<file path="config.mk">
export PLATFORM = sky130hd
export DESIGN_NAME = mem_access_stage_flat
export DESIGN_NICKNAME = d
export VERILOG_FILES = /design/src/rtl/mem_access_stage_if.sv /design/src/rtl/mem_access_stage.sv /design/src/flat_wrapper.sv
export SDC_FILE = /design/constraint.sdc
export NUM_CORES = 1
export LEC_CHECK = 0
export ABC_AREA = 1
export CORE_MARGIN = 2
export CORE_UTILIZATION = 50
export DETAILED_ROUTE_END_ITERATION = 16
export DONT_BUFFER_PORTS = 1
export GPL_TIMING_DRIVEN = 0
export HOLD_SLACK_MARGIN = 0.1
export PLACE_DENSITY = 0.62
export SYNTH_ARGS = -nofsm -noshare
export SYNTH_HDL_FRONTEND = slang
export SYNTH_SLANG_ARGS = --single-unit
</file>
<file path="constraint.sdc">
create_clock -name clk -period 2.05 [get_ports clk]
set_input_delay 0.41 -clock clk [delete_from_list [all_inputs] [get_ports clk]]
set_output_delay 0.41 -clock clk [all_outputs]
set_load 0.05 [all_outputs]
</file>
<file path="src/rtl/mem_access_stage_if.sv">
// Data-memory bus between the MEM stage and data memory.
// master: the MEM stage. It drives req/we/addr/wdata/wstrb and receives rdata/ack.
// slave : data memory. It drives rdata/ack.
// dm_req is held until dm_ack. dm_ack is a single-cycle pulse. dm_rdata is valid with dm_ack.
interface mem_access_stage_if #(parameter int ADDR_W = 16);
  logic              dm_req;
  logic              dm_we;
  logic [ADDR_W-1:0] dm_addr;
  logic [31:0]       dm_wdata;
  logic [3:0]        dm_wstrb;
  logic [31:0]       dm_rdata;
  logic              dm_ack;

  modport master (output dm_req, dm_we, dm_addr, dm_wdata, dm_wstrb,
                  input  dm_rdata, dm_ack);
  modport slave  (input  dm_req, dm_we, dm_addr, dm_wdata, dm_wstrb,
                  output dm_rdata, dm_ack);
endinterface

</file>
<file path="src/rtl/mem_access_stage.sv">
// MEM-stage controller that sits after the EX/MEM register.
//
// Non-memory instructions retire one cycle later with alu_out passed through.
// Loads and stores run one req/ack transaction on the dm bus. The stage stalls
// upstream while that transaction is outstanding.
// Misaligned accesses, undefined funct3 and read+write together retire with
// wb_err=1 and do not raise a request.
//
// Optional macro MEM_TIMEOUT_EN: abort a WAIT that lasts TIMEOUT_CYC cycles
// without an ack. The instruction then retires with wb_err=1.
//
// Ports:
//   clk, rst                   clock; synchronous active-low reset
//   in_valid, pc_in, alu_out_in, rs2_data_in,
//   mem_read, mem_write, funct3        EX/MEM slot contents
//   stall_o                    combinational hold for upstream stages
//   dm                         data-memory bus (mem_access_stage_if.master)
//   wb_valid/wb_pc/wb_data/wb_err      registered result for MEM/WB
module mem_access_stage #(
  parameter int ADDR_W      = 16,
  parameter int TIMEOUT_CYC = 15
) (
  input  logic                clk,
  input  logic                rst,
  input  logic                in_valid,
  input  logic [15:0]         pc_in,
  input  logic [31:0]         alu_out_in,
  input  logic [31:0]         rs2_data_in,
  input  logic                mem_read,
  input  logic                mem_write,
  input  logic [2:0]          funct3,
  output logic                stall_o,
  mem_access_stage_if.master  dm,
  output logic                wb_valid,
  output logic [15:0]         wb_pc,
  output logic [31:0]         wb_data,
  output logic                wb_err
);
  localparam logic [0:0] S_IDLE = 1'b0;
  localparam logic [0:0] S_WAIT = 1'b1;

  logic [0:0]        state_q, state_d;
  logic              req_q, req_d, we_q, we_d;
  logic [ADDR_W-1:0] addr_q, addr_d;
  logic [31:0]       wdata_q, wdata_d;
  logic [3:0]        wstrb_q, wstrb_d;
  logic [2:0]        f3_q, f3_d;
  logic [1:0]        lo_q, lo_d;
  logic [15:0]       pc_q, pc_d;
  logic              wb_valid_q, wb_valid_d, wb_err_q, wb_err_d;
  logic [15:0]       wb_pc_q, wb_pc_d;
  logic [31:0]       wb_data_q, wb_data_d;
  logic              expired;

`ifdef MEM_TIMEOUT_EN
  localparam int CNT_W = $clog2(TIMEOUT_CYC + 1);
  logic [CNT_W-1:0] cnt_q, cnt_d;
  // Expiry is flagged in the TIMEOUT_CYC-th WAIT cycle. The counter is 0 in the first one.
  assign expired = (cnt_q == CNT_W'(TIMEOUT_CYC - 1));
`else
  // With the timeout compiled out, WAIT never expires.
  assign expired = (TIMEOUT_CYC < 0);
`endif

  // Decode the instruction in the EX/MEM slot.
  logic [1:0]  lo;
  logic        mem_op, f3_ok, misal, bad;
  logic [3:0]  st_wstrb;
  logic [31:0] st_wdata;

  assign lo     = alu_out_in[1:0];
  assign mem_op = mem_read | mem_write;

  always_comb begin
    case (funct3)
      3'b000, 3'b001, 3'b010: f3_ok = 1'b1;
      3'b100, 3'b101:         f3_ok = mem_read;   // LBU/LHU have no store counterpart
      default:                f3_ok = 1'b0;
    endcase
    misal = ((funct3[1:0] == 2'b01) && lo[0]) || ((funct3[1:0] == 2'b10) && (lo != 2'b00));
    bad   = (mem_read & mem_write) | ~f3_ok | misal;
  end

  // Store lanes: replicate the data and enable only the addressed bytes.
  always_comb begin
    case (funct3[1:0])
      2'b00:   begin st_wstrb = 4'b0001 << lo;                   st_wdata = {4{rs2_data_in[7:0]}};  end
      2'b01:   begin st_wstrb = lo[1] ? 4'b1100 : 4'b0011;       st_wdata = {2{rs2_data_in[15:0]}}; end
      default: begin st_wstrb = 4'b1111;                         st_wdata = rs2_data_in;            end
    endcase
  end

  // Load extraction. Halves are aligned here, so the shifted low 16 bits hold the correct half.
  logic [31:0] sh, ld_data;
  always_comb begin
    sh = dm.dm_rdata >> {lo_q, 3'b000};
    case (f3_q)
      3'b000:  ld_data = {{24{sh[7]}}, sh[7:0]};
      3'b001:  ld_data = {{16{sh[15]}}, sh[15:0]};
      3'b100:  ld_data = {24'd0, sh[7:0]};
      3'b101:  ld_data = {16'd0, sh[15:0]};
      default: ld_data = dm.dm_rdata;
    endcase
  end

  always_comb begin
    state_d    = state_q;
    req_d      = req_q;
    we_d       = we_q;
    addr_d     = addr_q;
    wdata_d    = wdata_q;
    wstrb_d    = wstrb_q;
    f3_d       = f3_q;
    lo_d       = lo_q;
    pc_d       = pc_q;
    wb_valid_d = 1'b0;
    wb_pc_d    = wb_pc_q;
    wb_data_d  = wb_data_q;
    wb_err_d   = wb_err_q;
    stall_o    = 1'b0;
`ifdef MEM_TIMEOUT_EN
    cnt_d      = cnt_q;
`endif
    case (state_q)
      S_IDLE: begin
        if (in_valid) begin
          if (!mem_op) begin
            wb_valid_d = 1'b1;
            wb_pc_d    = pc_in;
            wb_data_d  = alu_out_in;
            wb_err_d   = 1'b0;
          end else if (bad) begin
            wb_valid_d = 1'b1;
            wb_pc_d    = pc_in;
            wb_data_d  = 32'd0;
            wb_err_d   = 1'b1;
          end else begin
            stall_o = 1'b1;
            state_d = S_WAIT;
            req_d   = 1'b1;
            we_d    = mem_write;
            addr_d  = {alu_out_in[ADDR_W-1:2], 2'b00};
            wdata_d = mem_write ? st_wdata : 32'd0;
            wstrb_d = mem_write ? st_wstrb : 4'd0;
            f3_d    = funct3;
            lo_d    = lo;
            pc_d    = pc_in;
`ifdef MEM_TIMEOUT_EN
            cnt_d   = '0;
`endif
          end
        end
      end
      default: begin
        stall_o = ~dm.dm_ack & ~expired;
        if (dm.dm_ack) begin
          // An ack in the expiry cycle still completes the access normally.
          state_d    = S_IDLE;
          req_d      = 1'b0;
          wb_valid_d = 1'b1;
          wb_pc_d    = pc_q;
          wb_data_d  = we_q ? 32'd0 : ld_data;
          wb_err_d   = 1'b0;
        end else if (expired) begin
          state_d    = S_IDLE;
          req_d      = 1'b0;
          wb_valid_d = 1'b1;
          wb_pc_d    = pc_q;
          wb_data_d  = 32'd0;
          wb_err_d   = 1'b1;
        end else begin
`ifdef MEM_TIMEOUT_EN
          cnt_d = cnt_q + 1'b1;
`endif
        end
      end
    endcase
  end

  always_ff @(posedge clk) begin
    if (!rst) begin
      state_q    <= S_IDLE;
      req_q      <= 1'b0;
      we_q       <= 1'b0;
      addr_q     <= '0;
      wdata_q    <= '0;
      wstrb_q    <= '0;
      f3_q       <= '0;
      lo_q       <= '0;
      pc_q       <= '0;
      wb_valid_q <= 1'b0;
      wb_pc_q    <= '0;
      wb_data_q  <= '0;
      wb_err_q   <= 1'b0;
`ifdef MEM_TIMEOUT_EN
      cnt_q      <= '0;
`endif
    end else begin
      state_q    <= state_d;
      req_q      <= req_d;
      we_q       <= we_d;
      addr_q     <= addr_d;
      wdata_q    <= wdata_d;
      wstrb_q    <= wstrb_d;
      f3_q       <= f3_d;
      lo_q       <= lo_d;
      pc_q       <= pc_d;
      wb_valid_q <= wb_valid_d;
      wb_pc_q    <= wb_pc_d;
      wb_data_q  <= wb_data_d;
      wb_err_q   <= wb_err_d;
`ifdef MEM_TIMEOUT_EN
      cnt_q      <= cnt_d;
`endif
    end
  end

  assign dm.dm_req   = req_q;
  assign dm.dm_we    = we_q;
  assign dm.dm_addr  = addr_q;
  assign dm.dm_wdata = wdata_q;
  assign dm.dm_wstrb = wstrb_q;
  assign wb_valid    = wb_valid_q;
  assign wb_pc       = wb_pc_q;
  assign wb_data     = wb_data_q;
  assign wb_err      = wb_err_q;
endmodule
</file>
<file path="src/flat_wrapper.sv">
// flat-port wrapper written by rule: the top's interface ports become plain ports
module mem_access_stage_flat 
#(
  parameter int ADDR_W      = 16,
  parameter int TIMEOUT_CYC = 15
)
  (clk, rst, in_valid, pc_in, alu_out_in, rs2_data_in, mem_read, mem_write, funct3, stall_o, wb_valid, wb_pc, wb_data, wb_err, dm_dm_req, dm_dm_we, dm_dm_addr, dm_dm_wdata, dm_dm_wstrb, dm_dm_rdata, dm_dm_ack);
  mem_access_stage_if #(.ADDR_W(ADDR_W)) dm_i ();
  input  logic clk;
  input  logic rst;
  input  logic in_valid;
  input  logic [15:0] pc_in;
  input  logic [31:0] alu_out_in;
  input  logic [31:0] rs2_data_in;
  input  logic mem_read;
  input  logic mem_write;
  input  logic [2:0] funct3;
  output logic stall_o;
  output logic wb_valid;
  output logic [15:0] wb_pc;
  output logic [31:0] wb_data;
  output logic wb_err;
  output wire logic [$bits(dm_i.dm_req)-1:0] dm_dm_req;
  output wire logic [$bits(dm_i.dm_we)-1:0] dm_dm_we;
  output wire logic [$bits(dm_i.dm_addr)-1:0] dm_dm_addr;
  output wire logic [$bits(dm_i.dm_wdata)-1:0] dm_dm_wdata;
  output wire logic [$bits(dm_i.dm_wstrb)-1:0] dm_dm_wstrb;
  input wire logic [$bits(dm_i.dm_rdata)-1:0] dm_dm_rdata;
  input wire logic [$bits(dm_i.dm_ack)-1:0] dm_dm_ack;
  assign dm_dm_req = dm_i.dm_req;
  assign dm_dm_we = dm_i.dm_we;
  assign dm_dm_addr = dm_i.dm_addr;
  assign dm_dm_wdata = dm_i.dm_wdata;
  assign dm_dm_wstrb = dm_i.dm_wstrb;
  assign dm_i.dm_rdata = dm_dm_rdata;
  assign dm_i.dm_ack = dm_dm_ack;
  mem_access_stage #(.ADDR_W(ADDR_W), .TIMEOUT_CYC(TIMEOUT_CYC)) u_core (.clk(clk), .rst(rst), .in_valid(in_valid), .pc_in(pc_in), .alu_out_in(alu_out_in), .rs2_data_in(rs2_data_in), .mem_read(mem_read), .mem_write(mem_write), .funct3(funct3), .stall_o(stall_o), .dm(dm_i), .wb_valid(wb_valid), .wb_pc(wb_pc), .wb_data(wb_data), .wb_err(wb_err));
endmodule
</file>
==> results.py, run 1 <==
metrics = {
    "status": {
        "run_status": "finished clean",
    },
    "min_path": {
        "hp-class": "in2reg",
    },
    "synth": {
        "synthTopCellsByCount": "nand2_1 (300), dfxtp_1 (124), nor2_1 (119), a21oi_1 (112), nand3_1 (82)",
        "yosysWarnings": 0,
        "syn_inst": 1011,
        "ys_seq_elements": 124,
        "syn_area_per_cell_sq_um": 6.38,
        "synth_most_common_cell": "nand2_1",
        "synth_area_sq_um": 6450,
        "synth-main-ff-cell": "dfxtp_1",
        "yosysTopAreaCell": "dfxtp_1",
        "yosysSeqAreaShare_pct": 38.5,
        "yosysTopAreaCellShare_pct": 38.5,
        "ys_types": 25,
        "synth_edf_count": 0,
        "ys_async_sr_fraction_pct": 0,
        "synth.area.top_cells": "dfxtp_1 (39%), nand2_1 (17%), a21oi_1 (8.7%), nor2_1 (6.9%), nand3_1 (6.4%)",
    },
    "die": {
        "rows": 41,
        "initial_core_util_pct": 51.1,
        "die_w_microns": 118,
        "fp.dieArea_sq_um": 13800,
        "io_pins": 226,
        "core-area_sq_um": 12600,
        "die_height_microns": 118,
    },
    "detailed_routing": {
        "vias_per_cell": 5.46,
        "routed-via-count": 6641,
        "detail_route.wl_per_cell_microns": 17.8,
        "post-route-drc-count": 0,
        "routed_wl_microns": 21600,
        "antenna_left": 0,
        "drtPass1Iterations": 7,
        "drt_iter0_drc": 506,
    },
    "final_layout": {
        "antenna_cells": 0,
        "nets": 1155,
        "n_fill_cell": 1329,
        "syn2layout_area_growth_pct": 13.4,
        "drive_above_1_share_pct": 8.90,
        "final_util_pct": 57.9,
    },
    "setup_path": {
        "crit_fanout": 10,
        "crit_type": "in2out",
        "setup.worst_path.start_class": "primary input",
        "critPathCaptureType": "output port",
        "cp_data_arrival_time_ns": 1.51,
        "required_ns": 1.64,
    },
    "global_route": {
        "grt_pass1_vias": 6336,
        "use_met2_pct": 50.8,
        "grt_pass1_wl_microns": 34200,
        "grtUsageTotal_pct": 31.3,
        "met3_usage_pct": 12.6,
        "grt.overflow.total": 0,
        "antenna_found_initial": 0,
        "met1_usage_pct": 38.2,
        "grt-busiest-layer": "met2",
        "grt_max_degree": 17,
    },
    "timing": {
        "finalMaxSlewViolations": 0,
        "relSlewSlack_pct": 60.4,
        "hold_ws_ns": 0.148,
        "max_freq_mhz": 520,
        "finalCriticalPeriod_ns": 1.92,
        "finClkSkew_ns": 0.00668,
        "tightest_slew_ns": 0.594,
        "min_period_over_period_pct": 93.8,
        "hold_viol": 0,
        "setup_viol": 0,
        "tns_ns": 0,
        "rsz0062_at_grt": "false",
    },
    "power": {
        "p_total_mw": 6.78,
        "power_density_nw_per_um2": 928,
        "p_leak_nw": 3.07,
        "ir_drop_mv": 0.546,
    },
    "cts": {
        "clock_latency_ns": 0.42,
        "numCtsBuffers": 17,
        "clk_pin_slew_ns": 0.05,
        "clk_path_buf_depth": 2,
        "numClockSinks": 124,
        "cts_max_level": 4,
        "postCtsHoldBufs": 0,
        "cts_root_buf": "clkbuf_16",
        "cts_tree": "done",
    },
    "flow_run": {
        "cap_violations": 0,
    },
    "placement": {
        "hpwl_microns": 16300,
        "gp_congestion": 0.948,
        "port_buffers": 0,
    },
}
metrics by stage:
step                      setup WS (ns)  std cells  area [sq um]
after floorplan                  0.0492       1012          6450
after global placement           -0.189       1184          6670
after detailed placement         -0.193       1184          6670
after CTS                       0.00151       1215          7280
after global routing             0.0286       1217          7310
final                             0.126       1217          7310
layout make-up:
| type | count | area [sq um] | share of cell area (%) |
|---|---|---|---|
| repair buffers | 4 | 30.0 | 0.411 |
| clock buffers | 18 | 429 | 5.87 |
| flip-flops and latches | 124 | 2480 | 34.0 |
| inverters | 58 | 220 | 3.01 |
| plain buffers | 76 | 389 | 5.32 |
| well taps | 172 | 215 | 2.94 |
| multi-input cells | 753 | 3390 | 46.4 |
| clock inverters | 12 | 149 | 2.04 |
critical path, cell delays in order:
cell     delay [ns]
buf_6          0.12
inv_2          0.06
nand2_2        0.08
nand2_1        0.05
nor2_1         0.10
nand3_2        0.14
inv_4          0.09
nand2_4        0.06
buf_8          0.13
buf_6          0.14
nand2_8        0.12
registers in the layout, summed over array words and instances, names as in the netlist, 2 cells and up:
| register | flops |
|---|---|
| u_core.dm.dm_addr | 14 |
| u_core.wb_data | 32 |
| u_core.wb_pc | 16 |
| u_core.lo_q | 2 |
| u_core.dm.dm_wstrb | 4 |
| u_core.dm.dm_wdata | 32 |
| u_core.f3_q | 3 |
| u_core.pc_q | 16 |
power by group:
| group | internal, mW | switching [mW] | leakage (nW) |
|---|---|---|---|
| sequential | 2.53 | 0.426 | 1.01 |
| clock | 1.89 | 1.10 | 0.286 |
| combinational | 0.280 | 0.559 | 1.77 |
cells in the final DEF, fill, tap and decap left out, types with 5 or more instances in the layout:
master / count
o21ai_0: 43
buf_2: 26
buf_4: 12
nand3b_1: 26
clkbuf_1: 38
nand2_1: 298
nor2_1: 119
inv_2: 7
o21ai_1: 19
clkinv_2: 5
inv_1: 50
nand4_1: 24
nand3_1: 82
nor3_1: 12
a21oi_1: 112
clkbuf_16: 17
dfxtp_1: 124
final timing paths:
check | from | end | slack (ns) | depth (start not counted)
worst max-delay path | mem_write | stall_o | 0.13 | 11
worst min-delay path | pc_in[14] | u_core.pc_q[14] | 0.15 | 2
worst max register to register | u_core.state_q | u_core.wb_data[21] | 0.25 | 10
worst min register to register | u_core.pc_q[4] | u_core.pc_q[4] | 0.46 | 2
routing by layer:
metal,up-vias,part of all wire [%]
met1,3024,41
met5,-,0
met4,0,1.9
met2,261,47
li1,3324,-
met3,32,10
repair_timing:
item	in CTS	in global routing
pin swaps	1	3
setup endpoints to repair	1	1
gates resized for setup	4	4
buffers inserted	2	2
cells by family after synthesis:
group / after synthesis / synth area share (%)
other cells: 1 / 0.0582
simple gates: 575 / 38.3
flops: 124 / 38.5
compound gates: 176 / 13.7
buf+inv: 135 / 9.35
(Power assumes the default switching activity.)
==> run 2, diff against run 1 <==
--- a/config.mk
+++ b/config.mk
@@ -16,3 +16,4 @@
 export SYNTH_ARGS = -nofsm -noshare
 export SYNTH_HDL_FRONTEND = slang
 export SYNTH_SLANG_ARGS = --single-unit
+export TNS_END_PERCENT = 100
==> results of run 2 <==
Final layout, timing and power as in run 1 (identical DEF).
==> run 3, diff against run 2 <==
--- a/config.mk
+++ b/config.mk
@@ -6,6 +6,7 @@
 export NUM_CORES = 1
 export LEC_CHECK = 0
 export ABC_AREA = 1
+export CAP_MARGIN = 20
 export CORE_MARGIN = 2
 export CORE_UTILIZATION = 50
 export DETAILED_ROUTE_END_ITERATION = 16
==> results of run 3 <==
Final layout, timing and power as in run 1 (identical DEF).
